$ cat src/rtl/spi_minion_param.sv
// SPI minion (mode 0) bridging an off-chip host to valid/ready RX and TX FIFOs in the clk domain.
// Optional parity register on recv_msg is built when SPI_MINION_PARITY_EN is defined.
module spi_minion_param #(
  parameter int DATA_W = 32,
  parameter int DEPTH  = 4
) (
  input  logic              clk,
  input  logic              reset,
  input  logic              cs,
  input  logic              sclk,
  input  logic              mosi,
  output logic              miso,
  output logic [DATA_W-1:0] recv_msg,
  output logic              recv_val,
  input  logic              recv_rdy,
  input  logic [DATA_W-1:0] send_msg,
  input  logic              send_val,
  output logic              send_rdy,
  output logic              parity,
  output logic              overflow,
  output logic              frame_err
);

  localparam int PKT_W = DATA_W + 2;
  localparam int AW    = $clog2(DEPTH);
  localparam int CW    = $clog2(PKT_W + 2);
  localparam logic [CW-1:0] CNT_FRAME = CW'(PKT_W);
  localparam logic [CW-1:0] CNT_MAX   = CW'(PKT_W + 1);
  localparam logic [CW-1:0] CNT_ONE   = CW'(1);
  localparam logic [AW:0]   PTR_ONE   = (AW+1)'(1);
  localparam logic [AW:0]   CNT_ALMOST = (AW+1)'(DEPTH - 1);

  logic [2:0]              cs_sync_r;
  logic [2:0]              sclk_sync_r;
  logic [1:0]              mosi_sync_r;
  logic [PKT_W-1:0]        shift_in_r;
  logic [PKT_W-1:0]        shift_out_r;
  logic [CW-1:0]           bit_cnt_r;
  logic                    tx_sent_r;
  logic [DATA_W-1:0]       rx_mem_r [DEPTH];
  logic [DATA_W-1:0]       tx_mem_r [DEPTH];
  logic [AW:0]             rx_wr_ptr_r, rx_rd_ptr_r;
  logic [AW:0]             tx_wr_ptr_r, tx_rd_ptr_r;
  logic                    send_rdy_r;
  logic                    overflow_r;
  logic                    frame_err_r;

  logic                    cs_fall_s, cs_rise_s, cs_low_s;
  logic                    sclk_rise_s, sclk_fall_s, mosi_s;
  logic                    commit_s, frame_bad_s, wr_s, rd_s;
  logic                    rx_empty_s, rx_full_s, tx_empty_s, tx_full_s;
  logic                    rx_pop_s, rx_push_req_s, rx_push_s, rx_drop_s;
  logic                    tx_push_s, tx_pop_s, tx_val_s;
  logic [DATA_W-1:0]       tx_data_s;
  logic [AW:0]             tx_count_s;
  logic [PKT_W-1:0]        miso_frame_s;

  // Pin synchronisers; bit 0 is the first flop, bit 2 the edge-detect flop.
  always_ff @(posedge clk or negedge reset) begin
    if (!reset) begin
      cs_sync_r   <= 3'b111;
      sclk_sync_r <= 3'b000;
      mosi_sync_r <= 2'b00;
    end else begin
      cs_sync_r   <= {cs_sync_r[1:0], cs};
      sclk_sync_r <= {sclk_sync_r[1:0], sclk};
      mosi_sync_r <= {mosi_sync_r[0], mosi};
    end
  end

  assign cs_fall_s   = ~cs_sync_r[1] &  cs_sync_r[2];
  assign cs_rise_s   =  cs_sync_r[1] & ~cs_sync_r[2];
  assign cs_low_s    = ~cs_sync_r[1];
  assign sclk_rise_s =  sclk_sync_r[1] & ~sclk_sync_r[2];
  assign sclk_fall_s = ~sclk_sync_r[1] &  sclk_sync_r[2];
  assign mosi_s      =  mosi_sync_r[1];

  assign rx_empty_s = (rx_wr_ptr_r == rx_rd_ptr_r);
  assign rx_full_s  = (rx_wr_ptr_r[AW-1:0] == rx_rd_ptr_r[AW-1:0]) &&
                      (rx_wr_ptr_r[AW] != rx_rd_ptr_r[AW]);
  assign tx_empty_s = (tx_wr_ptr_r == tx_rd_ptr_r);
  assign tx_full_s  = (tx_wr_ptr_r[AW-1:0] == tx_rd_ptr_r[AW-1:0]) &&
                      (tx_wr_ptr_r[AW] != tx_rd_ptr_r[AW]);
  assign tx_count_s = tx_wr_ptr_r - tx_rd_ptr_r;

  assign tx_val_s     = ~tx_empty_s;
  assign tx_data_s    = tx_empty_s ? {DATA_W{1'b0}} : tx_mem_r[tx_rd_ptr_r[AW-1:0]];
  assign miso_frame_s = {~rx_full_s, tx_val_s, tx_data_s};

  // Frame shifters and bit counter; cs fall snapshots the reply frame.
  always_ff @(posedge clk or negedge reset) begin
    if (!reset) begin
      shift_in_r  <= {PKT_W{1'b0}};
      shift_out_r <= {PKT_W{1'b0}};
      bit_cnt_r   <= {CW{1'b0}};
      tx_sent_r   <= 1'b0;
    end else if (cs_fall_s) begin
      shift_out_r <= miso_frame_s;
      tx_sent_r   <= tx_val_s;
      bit_cnt_r   <= {CW{1'b0}};
    end else begin
      if (cs_low_s && sclk_rise_s) begin
        shift_in_r <= {shift_in_r[PKT_W-2:0], mosi_s};
        if (bit_cnt_r != CNT_MAX) begin
          bit_cnt_r <= bit_cnt_r + CNT_ONE;
        end else begin
          bit_cnt_r <= bit_cnt_r;
        end
      end else begin
        shift_in_r <= shift_in_r;
      end
      if (cs_low_s && sclk_fall_s) begin
        shift_out_r <= {shift_out_r[PKT_W-2:0], 1'b0};
      end else begin
        shift_out_r <= shift_out_r;
      end
    end
  end

  // Gated on the edge-detect flop so the freshly loaded frame is what appears first.
  assign miso = ~cs_sync_r[2] & shift_out_r[PKT_W-1];

  assign commit_s      = cs_rise_s && (bit_cnt_r == CNT_FRAME);
  assign frame_bad_s   = cs_rise_s && (bit_cnt_r != CNT_FRAME);
  assign wr_s          = shift_in_r[PKT_W-1];
  assign rd_s          = shift_in_r[PKT_W-2];
  assign rx_pop_s      = ~rx_empty_s & recv_rdy;
  assign rx_push_req_s = commit_s & wr_s;
  assign rx_push_s     = rx_push_req_s & (~rx_full_s | rx_pop_s);
  assign rx_drop_s     = rx_push_req_s & ~rx_push_s;
  assign tx_push_s     = send_val & send_rdy_r;
  assign tx_pop_s      = commit_s & rd_s & tx_sent_r & ~tx_empty_s;

  // RX FIFO storage and pointers.
  always_ff @(posedge clk or negedge reset) begin
    if (!reset) begin
      rx_wr_ptr_r <= {(AW+1){1'b0}};
      rx_rd_ptr_r <= {(AW+1){1'b0}};
      for (int i = 0; i < DEPTH; i++) rx_mem_r[i] <= {DATA_W{1'b0}};
    end else begin
      if (rx_push_s) begin
        rx_mem_r[rx_wr_ptr_r[AW-1:0]] <= shift_in_r[DATA_W-1:0];
        rx_wr_ptr_r <= rx_wr_ptr_r + PTR_ONE;
      end
      if (rx_pop_s) begin
        rx_rd_ptr_r <= rx_rd_ptr_r + PTR_ONE;
      end
    end
  end

  // TX FIFO storage and pointers; fabric push and commit pop may coincide.
  always_ff @(posedge clk or negedge reset) begin
    if (!reset) begin
      tx_wr_ptr_r <= {(AW+1){1'b0}};
      tx_rd_ptr_r <= {(AW+1){1'b0}};
      for (int i = 0; i < DEPTH; i++) tx_mem_r[i] <= {DATA_W{1'b0}};
    end else begin
      if (tx_push_s) begin
        tx_mem_r[tx_wr_ptr_r[AW-1:0]] <= send_msg;
        tx_wr_ptr_r <= tx_wr_ptr_r + PTR_ONE;
      end
      if (tx_pop_s) begin
        tx_rd_ptr_r <= tx_rd_ptr_r + PTR_ONE;
      end
    end
  end

  // send_rdy drops in the same edge that fills the FIFO and rises one edge after space frees.
  always_ff @(posedge clk or negedge reset) begin
    if (!reset) begin
      send_rdy_r <= 1'b0;
    end else begin
      send_rdy_r <= ~(tx_full_s | (tx_push_s & (tx_count_s == CNT_ALMOST)));
    end
  end

  // Sticky error flags, cleared only by reset.
  always_ff @(posedge clk or negedge reset) begin
    if (!reset) begin
      overflow_r  <= 1'b0;
      frame_err_r <= 1'b0;
    end else begin
      overflow_r  <= overflow_r  | rx_drop_s;
      frame_err_r <= frame_err_r | frame_bad_s;
    end
  end

  assign recv_val  = ~rx_empty_s;
  assign recv_msg  = rx_empty_s ? {DATA_W{1'b0}} : rx_mem_r[rx_rd_ptr_r[AW-1:0]];
  assign send_rdy  = send_rdy_r;
  assign overflow  = overflow_r;
  assign frame_err = frame_err_r;

`ifdef SPI_MINION_PARITY_EN
  logic parity_r;

  // Parity of the RX head, one clk behind recv_msg.
  always_ff @(posedge clk or negedge reset) begin
    if (!reset) begin
      parity_r <= 1'b0;
    end else begin
      parity_r <= (^recv_msg) & recv_val;
    end
  end

  assign parity = parity_r;
`else
  assign parity = 1'b0;
`endif

endmodule

$ cat config.mk
export PLATFORM = sky130hd
export DESIGN_NAME = spi_minion_param
export DESIGN_NICKNAME = d
export VERILOG_FILES = /design/src/rtl/spi_minion_param.sv
export SDC_FILE = /design/constraint.sdc
export NUM_CORES = 1
export LEC_CHECK = 0
export CORE_MARGIN = 4
export CORE_UTILIZATION = 60
export CTS_BUF_LIST = sky130_fd_sc_hd__clkbuf_16
export CTS_CLUSTER_SIZE = 40
export DETAILED_ROUTE_END_ITERATION = 10
export GPL_ROUTABILITY_DRIVEN = 0
export PLACE_DENSITY = 0.79
export SLEW_MARGIN = 20
export SYNTH_ARGS = -nofsm -noshare
export SYNTH_HDL_FRONTEND = slang
export SYNTH_SLANG_ARGS = --single-unit
$ cat constraint.sdc
create_clock -name clk -period 2.55 [get_ports clk]
set_input_delay 0.6375 -clock clk [delete_from_list [all_inputs] [get_ports clk]]
set_output_delay 0.6375 -clock clk [all_outputs]
set_load 0.005 [all_outputs]
* Yosys cells after proc, flatten, opt, wreduce, memory -nomap -nowiden
Index checks and enable logic that the tools add are counted.
** Word-level totals
- Bits of input ports :: 39
- Flip-flop bits (word level) :: 354
- Word-level logic and storage cells :: 108
** Cells by class
- Equality and inequality tests :: 10
- Mux-type cells :: 19
- $lt $le $gt $ge :: 6
- Reductions and logical operators :: 13
- Bitwise operators :: 32
- Add/sub/neg operators :: 6
** Operators by type and width (number)
- bitwise mux 128 bit :: 2
- 2-to-1 mux 32 bit :: 8
- binary-select mux 32 bit (select 2 bit) :: 2
- demux 32 bit (select 2 bit) :: 2
- 2-to-1 mux 34 bit :: 2
- 2-to-1 mux 6 bit :: 3
- bitwise AND 1 bit :: 14
- adder 3 x 1 -> 3 bit, second input constant :: 4
- >= comparator 3 bit, second input constant :: 4
- inequality test 6 bit, second input constant :: 2
- NOT 2 -> 3 bit :: 4
- NOT 1 bit :: 10
- logical AND 1 bit :: 8
- adder 6 x 1 -> 6 bit, second input constant :: 1
- equality test 3 bit :: 2
- equality test 6 bit, second input constant :: 1
- < comparator 3 x 1 -> 1 bit, second input constant :: 2
- nonzero test 2 bit :: 3
- equality test 2 bit :: 2
- OR 1 bit :: 4
- AND reduction 2 bit :: 2
- equality test 3 x 2 -> 1 bit, second input constant :: 1
- subtractor 3 bit :: 1
- inequality test 1 bit :: 2

* Longest topological paths before layout
Gate-level depths: netlist of the first run.
- Depth after elaboration :: 8
- Mapped depth :: 9

* Worst setup path after synthesis of the first run
Ideal clock, no wire load.
- Path type :: reg2out
- Start point :: reg rx_rd_ptr_r[0]
- End point :: out recv_msg[0]
- Data arrival time :: 1602 ps
- Slack :: 311 ps
- Stages on the path, launching flop included :: 7
- Data required time :: 1913 ps
- Path through :: dfrtp_1 buf_2 xor2_1 or3b_2 clkbuf_1 clkbuf_1 and2_1
** Between the ends
- Word-level cells in the longest chain between the ends :: 5
** RTL lines
- start: declaration :: line 42 : logic [AW:0] rx_wr_ptr_r, rx_rd_ptr_r;
- start signal: assignment :: line 138 : rx_rd_ptr_r <= {(AW+1){1'b0}};
- start signal: assignment :: line 146 : rx_rd_ptr_r <= rx_rd_ptr_r + PTR_ONE;
- NOT 2 -> 3 bit (implied by the code) :: line 189 : assign recv_msg = rx_empty_s ? {DATA_W{1'b0}} : rx_mem_r[rx_rd_ptr_r[AW-1:0]];
- binary-select mux 32 bit (select 2 bit) :: line 189
- 2-to-1 mux 32 bit (implied by the code) (2 in a row) :: line 189
- 2-to-1 mux 32 bit (*) :: line 189
- end: declaration :: line 13 : output logic [DATA_W-1:0] recv_msg,
Mark *: on every way between the ends. The rest lies on a longest branch, timed or not. The select of a mux whose other input is x is not followed.

* Worst setup path in the final report of the first run
- Start point :: reg rx_rd_ptr_r[0]
- End point :: out recv_msg[25]
Same word-level chain as after synthesis.

==> impl_results.rst, run 1 <==
.. list-table::
   :header-rows: 1

   * - Metric
     - Value
   * - WP buf/inv
     - 3
   * - Top cells by area, synth
     - sky130_fd_sc_hd__dfrtp_1 54%, sky130_fd_sc_hd__mux2_2 12%, sky130_fd_sc_hd__mux2_4 11%
   * - Number of buffers inserted for hold repair after clock tree synthesis
     - 0
   * - Share of synthesized registers carrying an async set or reset
     - 1.000
   * - Number of nets with antenna violations after detailed routing
     - 0
   * - Remaining Overflow, GRT
     - 0
   * - Leakage dissipation
     - 8.928 nW
   * - Syn Std Cell Area
     - 16,120 µm²
   * - Worst r2r path cells
     - 5
   * - Endpoint kind of the worst setup timing path
     - primary output
   * - Data required time at the worst endpoint
     - 1910 ps
   * - CP peak stage delay
     - 460 ps
   * - Gr usage total
     - 0.2188
   * - Internal Dissipation
     - 0.01230 W
   * - Unique masters post-synth
     - 45
   * - RR Endpoint
     - rx_mem_r[7]$_DFFE_PN0P_
   * - Worst setup SP type
     - register
   * - Combinational cell fraction of total power
     - 0.176
   * - Maximum number of pins on one net before global-route repair
     - 62
   * - Power per unit of standard cell area
     - 857.5 nW/µm²
   * - Violated checks
     - negative setup slack
   * - Min Tclk post-route
     - 2785 ps
   * - Synth Warn #
     - 0
   * - Syn Area/Cell
     - 16.60 µm²
   * - Sequential cell fraction of total power
     - 0.475
   * - Number of max-capacitance violations reported
     - 0
   * - Fillers
     - 1,645
   * - Antenna violations before repair
     - 0
   * - Fmax
     - 359.1 MHz
   * - Quantity of I/O buffers inserted on ports
     - 75
   * - Total power of the final layout
     - 0.01634 W
   * - Result of the run
     - complete, but fails checks
   * - Worst IR drop on VDD
     - 0.0007041 V
   * - Clock tree buffer depth
     - 3
   * - Final std cell area, no fill
     - 19,060 µm²
   * - Post-Synthesis Cells
     - 971
   * - Total instance count after detailed placement
     - 1,368
   * - Antenna diodes
     - 0
   * - Register area share after synthesis
     - 0.5497
   * - Number of hold violations in the final report
     - 0
   * - Combined area of the multi-input logic cells
     - 6833 µm²
   * - Cell with the largest stage delay on the worst path
     - sky130_fd_sc_hd__dfrtp_2
   * - Data arrival, critical path
     - 2150 ps
   * - Initial DRC count
     - 529
   * - Slew at the pin with the worst max-slew slack
     - 627.2 ps
   * - EDFF count, synth
     - 0
   * - Synth top cells by count
     - 351 x sky130_fd_sc_hd__dfrtp_1, 175 x sky130_fd_sc_hd__mux2_2, 119 x sky130_fd_sc_hd__mux2_4
   * - Path type of the worst setup path
     - register to primary output
   * - Top FF cell, synth
     - sky130_fd_sc_hd__dfrtp_1
   * - Fraction of the cycle the final worst path needs
     - 1.092
   * - Via count of the routed design
     - 8,623
   * - Crit path max-delay family
     - simple AND/OR/NAND/NOR gates
   * - Number of ports placed on the die boundary
     - 77
   * - Area share of the largest cell type after synthesis
     - 0.5448
   * - DR DRC count
     - 0
   * - Starting density of the core
     - 0.6135
   * - Detail Placement HPWL
     - 18,790 µm
   * - First-pass GRT wire length
     - 51,270 µm
   * - Register cell area after layout
     - 8865 µm²
   * - TritonCTS clock tree
     - done
   * - Share of cells above drive strength 1
     - 0.4924
   * - Post-route clock skew
     - 27.19 ps
   * - Die Span X
     - 171.9 µm
   * - Area enclosed by the die boundary
     - 29,560 µm²
   * - Clock latency on the worst-skew pair
     - 520 ps
   * - Max-slew violations
     - 0
   * - Setup ws final
     - -234.6 ps
   * - Maximum fanout count along the critical path
     - 7
   * - Row Count
     - 59
   * - Core outline area
     - 26,280 µm²
   * - Net count, final
     - 1,147
   * - Final Routed Wirelength
     - 31,830 µm
   * - Unrepaired setup endpoints after global routing
     - yes
   * - Worst-case register-to-register setup slack
     - 360 ps
   * - Syn-to-layout area delta
     - 18.21%
   * - H-tree Lvls
     - 2
   * - Final Setup Violations
     - 33
   * - Root Driver
     - sky130_fd_sc_hd__clkbuf_16
   * - Count leader, synth
     - sky130_fd_sc_hd__dfrtp_1
   * - Reported net switching power
     - 0.004043 W
   * - Switch share
     - 0.2474
   * - Post-CTS clock slew at the launch and capture registers of the worst setup and hold paths
     - 60 ps
   * - Seq cells post-synth
     - 354
   * - Routed length per placed instance
     - 21.86 µm
   * - Worst hold-check path type
     - input pin to asynchronous set/reset pin
   * - Overall die height
     - 171.9 µm
   * - Worst max-slew margin expressed relative to the limit
     - 0.5819
   * - Post-route setup TNS
     - -6454 ps
   * - Num CTS Buffers
     - 38
   * - Via count of the first global-routing pass
     - 9,291
   * - Cells along the critical path
     - xor2_2 -> or3b_4 -> buf_12 -> buf_8 -> and2_4 -> buf_6
   * - Via density per instance
     - 5.922
   * - Final Instance Count excl. Fillers
     - 1,456
   * - DP Worst Slack
     - -49.27 ps
   * - Post-synth net total
     - 1,025
   * - Worst r2r src
     - bit_cnt_r[2]$_DFFE_PN0P_
   * - TritonCTS sink count
     - 354
   * - Cell type contributing the most total cell area after synthesis
     - sky130_fd_sc_hd__dfrtp_1
   * - Placement-stage cell area
     - 17,530 µm²
   * - Power share of the clock group
     - 0.348
   * - First-pass iteration count of the detailed router
     - 4
-- final cells by class --
type,instances,share of cell area
inverter,8,0.001576
timing repair buffer,144,0.08528
clock buffer,39,0.05121
clock inverter,29,0.01628
tap,335,0.02199
multi-input combinational,547,0.3585
sequential,354,0.4651
-- placed cells by master, fill, tap and decap left out, types with 2 or more instances in the layout --
master,instances
sky130_fd_sc_hd__a211oi_1,3
sky130_fd_sc_hd__a21oi_1,4
sky130_fd_sc_hd__and2_1,16
sky130_fd_sc_hd__and2_4,16
sky130_fd_sc_hd__buf_12,29
sky130_fd_sc_hd__buf_4,31
sky130_fd_sc_hd__buf_6,15
sky130_fd_sc_hd__buf_8,3
sky130_fd_sc_hd__bufinv_16,7
sky130_fd_sc_hd__clkbuf_16,40
sky130_fd_sc_hd__clkbuf_2,20
sky130_fd_sc_hd__clkdlybuf4s50_1,41
sky130_fd_sc_hd__clkinv_1,7
sky130_fd_sc_hd__clkinv_2,10
sky130_fd_sc_hd__dfrtp_1,349
sky130_fd_sc_hd__dfrtp_2,2
sky130_fd_sc_hd__dfstp_2,3
sky130_fd_sc_hd__dlymetal6s2s_1,2
sky130_fd_sc_hd__ha_1,14
sky130_fd_sc_hd__inv_1,12
sky130_fd_sc_hd__mux2_2,175
sky130_fd_sc_hd__mux2_4,119
sky130_fd_sc_hd__mux2i_1,32
sky130_fd_sc_hd__mux4_2,64
sky130_fd_sc_hd__nand2_1,9
sky130_fd_sc_hd__nand2b_1,2
sky130_fd_sc_hd__nand3_1,7
sky130_fd_sc_hd__nand3_4,4
sky130_fd_sc_hd__nand4_1,2
sky130_fd_sc_hd__nor2_1,7
sky130_fd_sc_hd__nor2b_1,3
sky130_fd_sc_hd__nor3_1,2
sky130_fd_sc_hd__o2bb2ai_1,32
sky130_fd_sc_hd__xnor2_1,8
sky130_fd_sc_hd__xor2_1,5
sky130_fd_sc_hd__xor2_2,2
-- flip-flops by register name (all words and copies together), names as in the netlist, 2 cells and up --
register / count
cs_sync_r: 3
tx_rd_ptr_r: 3
rx_mem_r: 128
rx_rd_ptr_r: 3
bit_cnt_r: 6
tx_wr_ptr_r: 3
rx_wr_ptr_r: 3
shift_out_r: 34
mosi_sync_r: 2
sclk_sync_r: 3
shift_in_r: 34
tx_mem_r: 128
-- power groups by stage --
stage | logic [W] | registers, W | clock network, W
global route | 0.00317 | 0.00792 | 0.00605
floorplan | 0.00225 | 0.00756 | 0
detailed placement | 0.00290 | 0.00784 | 0
global placement | 0.00278 | 0.00775 | 0
CTS | 0.00294 | 0.00776 | 0.00578
finish | 0.00288 | 0.00777 | 0.00569
-- layer usage --
metal | wire length [µm] | GRT usage | vias up
li1 | - | - | 3844
met2 | 16120 | 0.3674 | 156
met1 | 13920 | 0.3068 | 4567
met4 | 677 | 0.05639 | 0
met5 | 0 | 0 | -
met3 | 1111 | 0.03041 | 56
-- through the flow --
step | hold WS, ps | util
after floorplan | 331.2 | -
after global placement | 336.9 | 0.6669
after detailed placement | 336.4 | 0.6669
after CTS | 70.41 | 0.7161
after global routing | 80.04 | 0.7252
final | 58.78 | 0.7252
-- how the worst max path moves through the flow --
stage	depth (start not counted)	endpoint	start	slack (ps)
3_3_place_gp	5	rx_mem_r[32]$_DFFE_PN0P_	recv_rdy	-30
6_report	6	recv_msg[25]	rx_rd_ptr_r[0]$_DFFE_PN0P_	-230
5_1_grt	5	recv_msg[30]	rx_rd_ptr_r[0]$_DFFE_PN0P_	-310
2_1_floorplan	6	recv_msg[0]	rx_rd_ptr_r[0]$_DFFE_PN0P_	310
4_1_cts	4	recv_msg[30]	rx_rd_ptr_r[0]$_DFFE_PN0P_	-500
3_5_place_dp	5	rx_mem_r[12]$_DFFE_PN0P_	recv_rdy	-50
-- cells by family (layout without fill, tap and decap cells) --
family | after synthesis | after routing | synth area share
simple gates | 82 | 82 | 0.03360
flops | 354 | 354 | 0.5497
other cells | 1 | 1 | 0.0002326
fa+ha+maj | 15 | 15 | 0.01211
xor+xnor | 16 | 16 | 0.009158
mux | 390 | 390 | 0.3423
compound gates | 43 | 43 | 0.02188
buf+inv | 70 | 220 | 0.03104
-- repair_timing --
action                                  in CTS  in global routing
gates resized for setup                     30                111
pin swaps                                    1                  5
hold endpoints to repair                     0                  0
cloned                                       1                  1
endpoints found under the setup margin      33                 33
buffers inserted                             1                 17
Note: power is estimated with default switching activity, not from simulation.
==> inputs of run 2 (changes only) <==
--- a/config.mk
+++ b/config.mk
@@ -12,7 +12,7 @@
 export DETAILED_ROUTE_END_ITERATION = 10
 export GPL_ROUTABILITY_DRIVEN = 0
 export PLACE_DENSITY = 0.79
-export SLEW_MARGIN = 20
+export SETUP_SLACK_MARGIN = 0.4
 export SYNTH_ARGS = -nofsm -noshare
 export SYNTH_HDL_FRONTEND = slang
 export SYNTH_SLANG_ARGS = --single-unit
==> run 2 against run 1 <==
The run still ends with negative setup slack left; routed wire length increased by 12%; utilization increased by 2.4 points; die area unchanged; first-iteration DRC count decreased by 4.0%; worst hold slack improved by 17 ps; global-route usage increased by 1.8 points; largest power group unchanged; clock-buffer cell count increased by 2; sequential share of layout area decreased by 1.5 points; clock skew decreased by 3.0 ps; worst setup slack got worse by 91 ps; power decreased by 2.0%; non-clock buffer count increased by 27.
==> impl_results.rst, run 2 (synthesis results as in run 1) <==
.. list-table::
   :header-rows: 1

   * - Metric
     - Value
   * - Number of hold violations in the final report
     - 0 (unchanged)
   * - Overall die height
     - 171.9 µm (unchanged)
   * - Via count of the routed design
     - 8,999 (+4.4%)
   * - Net count, final
     - 1,178 (+2.7%)
   * - Global route hottest layer
     - met2
   * - Worst IR drop on VDD
     - 0.0007388 V (+4.9%)
   * - Unrepaired setup endpoints after global routing
     - yes
   * - Worst setup SP type
     - register
   * - Final Routed Wirelength
     - 35,500 µm (+12%)
   * - Violated checks
     - negative setup slack
   * - Antenna diodes
     - 0 (unchanged)
   * - First-pass GRT wire length
     - 54,580 µm (+6.4%)
   * - Maximum fanout count along the critical path
     - 6 (-1)
   * - Global routing met2 resource utilization
     - 0.3954 (+0.02804)
   * - Max-slew violations
     - 0 (unchanged)
   * - Worst r2r path cells
     - 8 (+3)
   * - Maximum number of pins on one net before global-route repair
     - 74 (+19%)
   * - Die Span X
     - 171.9 µm (unchanged)
   * - Detail Placement HPWL
     - 18,180 µm (-3.2%)
   * - Syn-to-layout area delta
     - 22.14%
   * - Most frequent cells in the layout
     - 348 x sky130_fd_sc_hd__dfrtp_1, 164 x sky130_fd_sc_hd__mux2_2, 130 x sky130_fd_sc_hd__mux2_4, 64 x sky130_fd_sc_hd__mux4_2, 61 x sky130_fd_sc_hd__buf_6
   * - Largest registers
     - rx_mem_r (128), tx_mem_r (128)
   * - DR DRC count
     - 0 (unchanged)
   * - Worst r2r src
     - rx_rd_ptr_r[0]$_DFFE_PN0P_
   * - Area enclosed by the die boundary
     - 29,560 µm² (unchanged)
   * - Data arrival, critical path
     - 2240 ps (+90 ps)
   * - Root Driver
     - sky130_fd_sc_hd__clkbuf_16
   * - Power per unit of standard cell area
     - 813.0 nW/µm² (-5.2%)
   * - Clock latency on the worst-skew pair
     - 530 ps (about the same)
   * - Min Tclk post-route
     - 2875 ps (+90.59 ps)
   * - Post-route clock skew
     - 24.16 ps (-3.033 ps)
   * - Post-route setup TNS
     - -9279 ps (-2825 ps)
   * - Leakage dissipation
     - 9.221 nW (+3.3%)
   * - Number of ports placed on the die boundary
     - 77 (unchanged)
   * - Quantity of I/O buffers inserted on ports
     - 75 (unchanged)
   * - Fraction of the cycle the final worst path needs
     - 1.128 (+0.03553)
   * - Core outline area
     - 26,280 µm² (unchanged)
   * - Num CTS Buffers
     - 38 (unchanged)
   * - Worst-case register-to-register setup slack
     - 150 ps (-210 ps)
   * - Post-CTS clock slew at the launch and capture registers of the worst setup and hold paths
     - 60 ps (about the same)
   * - Remaining Overflow, GRT
     - 0 (unchanged)
   * - Final Setup Violations
     - 33 (unchanged)
   * - TritonCTS sink count
     - 354 (unchanged)
   * - Fmax
     - 347.8 MHz (-3.2%)
   * - Routed length per placed instance
     - 23.91 µm (+9.4%)
   * - DP Worst Slack
     - -41.56 ps (+7.709 ps)
   * - Row Count
     - 59 (unchanged)
   * - Number of buffers inserted for hold repair after clock tree synthesis
     - 0 (unchanged)
   * - Via density per instance
     - 6.060 (+2.3%)
   * - Clock tree buffer depth
     - 3 (unchanged)
   * - Final Instance Count excl. Fillers
     - 1,485 (+2.0%)
   * - Total instance count after detailed placement
     - 1,361 (-0.51%)
   * - Most common cell after layout, fill and taps aside
     - sky130_fd_sc_hd__dfrtp_1
   * - TritonCTS clock tree
     - done
   * - Number of nets with antenna violations after detailed routing
     - 0 (unchanged)
   * - Worst hold-check path type
     - input pin to asynchronous set/reset pin
   * - Worst max-slew margin expressed relative to the limit
     - 0.6025 (+0.02065)
   * - Gr usage total
     - 0.2364 (+0.01764)
   * - Result of the run
     - complete, but fails checks
   * - RR Endpoint
     - rx_mem_r[24]$_DFFE_PN0P_
   * - Via count of the first global-routing pass
     - 9,744 (+4.9%)
   * - Antenna violations before repair
     - 0 (unchanged)
   * - Starting density of the core
     - 0.6135 (unchanged)
   * - Routing usage on met1
     - 0.3204 (+0.01364)
   * - First-pass iteration count of the detailed router
     - 4 (unchanged)
   * - Data required time at the worst endpoint
     - 1910 ps (about the same)
   * - Met3 capacity usage during global routing
     - 0.03658 (+0.006173)
   * - Setup ws final
     - -325.2 ps (-90.59 ps)
   * - Share of cells above drive strength 1
     - 0.5200 (+0.02758)
   * - Initial DRC count
     - 508 (-4.0%)
   * - Path type of the worst setup path
     - register to primary output
   * - Number of max-capacitance violations reported
     - 0 (unchanged)
   * - Slew at the pin with the worst max-slew slack
     - 596.2 ps (-30.97 ps)
   * - H-tree Lvls
     - 2 (unchanged)
   * - Endpoint kind of the worst setup timing path
     - primary output
-- run 2: power by group --
| part | leakage (nW) | switching [W] | internal [W] |
|---|---|---|---|
| Clock | 0.611 | 0.00221 | 0.00318 |
| Combinational | 4.04 | 0.00105 | 0.00180 |
| Sequential | 4.57 | 0.000761 | 0.00701 |
-- run 2: per-stage QoR --
step | cell area, µm² | total power, W | utilization | hold slack (ps)
after global placement | 17410 | 0.01052 | 0.6626 | 339.8
final | 19690 | 0.01601 | 0.7493 | 75.59
after CTS | 19290 | 0.01612 | 0.7341 | 88.47
after floorplan | 16160 | 0.009813 | - | 331.2
after detailed placement | 17410 | 0.01072 | 0.6626 | 340.3
after global routing | 19690 | 0.01682 | 0.7493 | 103.0
-- run 2: repair_timing --
item                                    CTS  global route
gates cloned                              9             6
buffers inserted                         33            10
endpoints found under the setup margin   44           162
pin swaps                                16             6
endpoints found under the hold margin     0             0
gates resized for setup                 229            35
-- run 2: worst max-delay path, stage by stage, from the launching register on --
cell and delay (ps):
sky130_fd_sc_hd__dfrtp_2 480, sky130_fd_sc_hd__buf_12 160, sky130_fd_sc_hd__xor2_4 190, sky130_fd_sc_hd__or3b_4 460
sky130_fd_sc_hd__buf_6 150, sky130_fd_sc_hd__and2_4 150, sky130_fd_sc_hd__buf_6 110
-- run 2: area by class of cell --
| class | instances | area, µm² |
|---|---|---|
| flip-flops and latches | 354 | 8866 |
| multi-input cells | 551 | 7000 |
| fillers | 1532 | 6588 |
| repair buffers | 171 | 2168 |
| clock buffers | 41 | 1026 |
| well taps | 335 | 419.2 |
| clock inverters | 25 | 182.7 |
| inverters | 8 | 30.03 |
-- run 2: worst max-delay path by stage --
stage	start	to	slack, ps
2_1_floorplan	rx_rd_ptr_r[1]$_DFFE_PN0P_	recv_msg[10]	450
3_3_place_gp	recv_rdy	rx_mem_r[63]$_DFFE_PN0P_	-10
3_5_place_dp	recv_rdy	rx_mem_r[63]$_DFFE_PN0P_	-40
4_1_cts	rx_rd_ptr_r[0]$_DFFE_PN0P_	recv_msg[28]	-330
5_1_grt	rx_rd_ptr_r[0]$_DFFE_PN0P_	recv_msg[28]	-350
6_report	rx_rd_ptr_r[0]$_DFFE_PN0P_	recv_msg[29]	-330
-- run 2: routing by layer --
metal  vias to the layer above  routed length (µm)
met5                         -                   0
met3                        75                1381
met2                       210               18180
met1                      4823               14840
li1                       3891                   -
met4                         0                1102
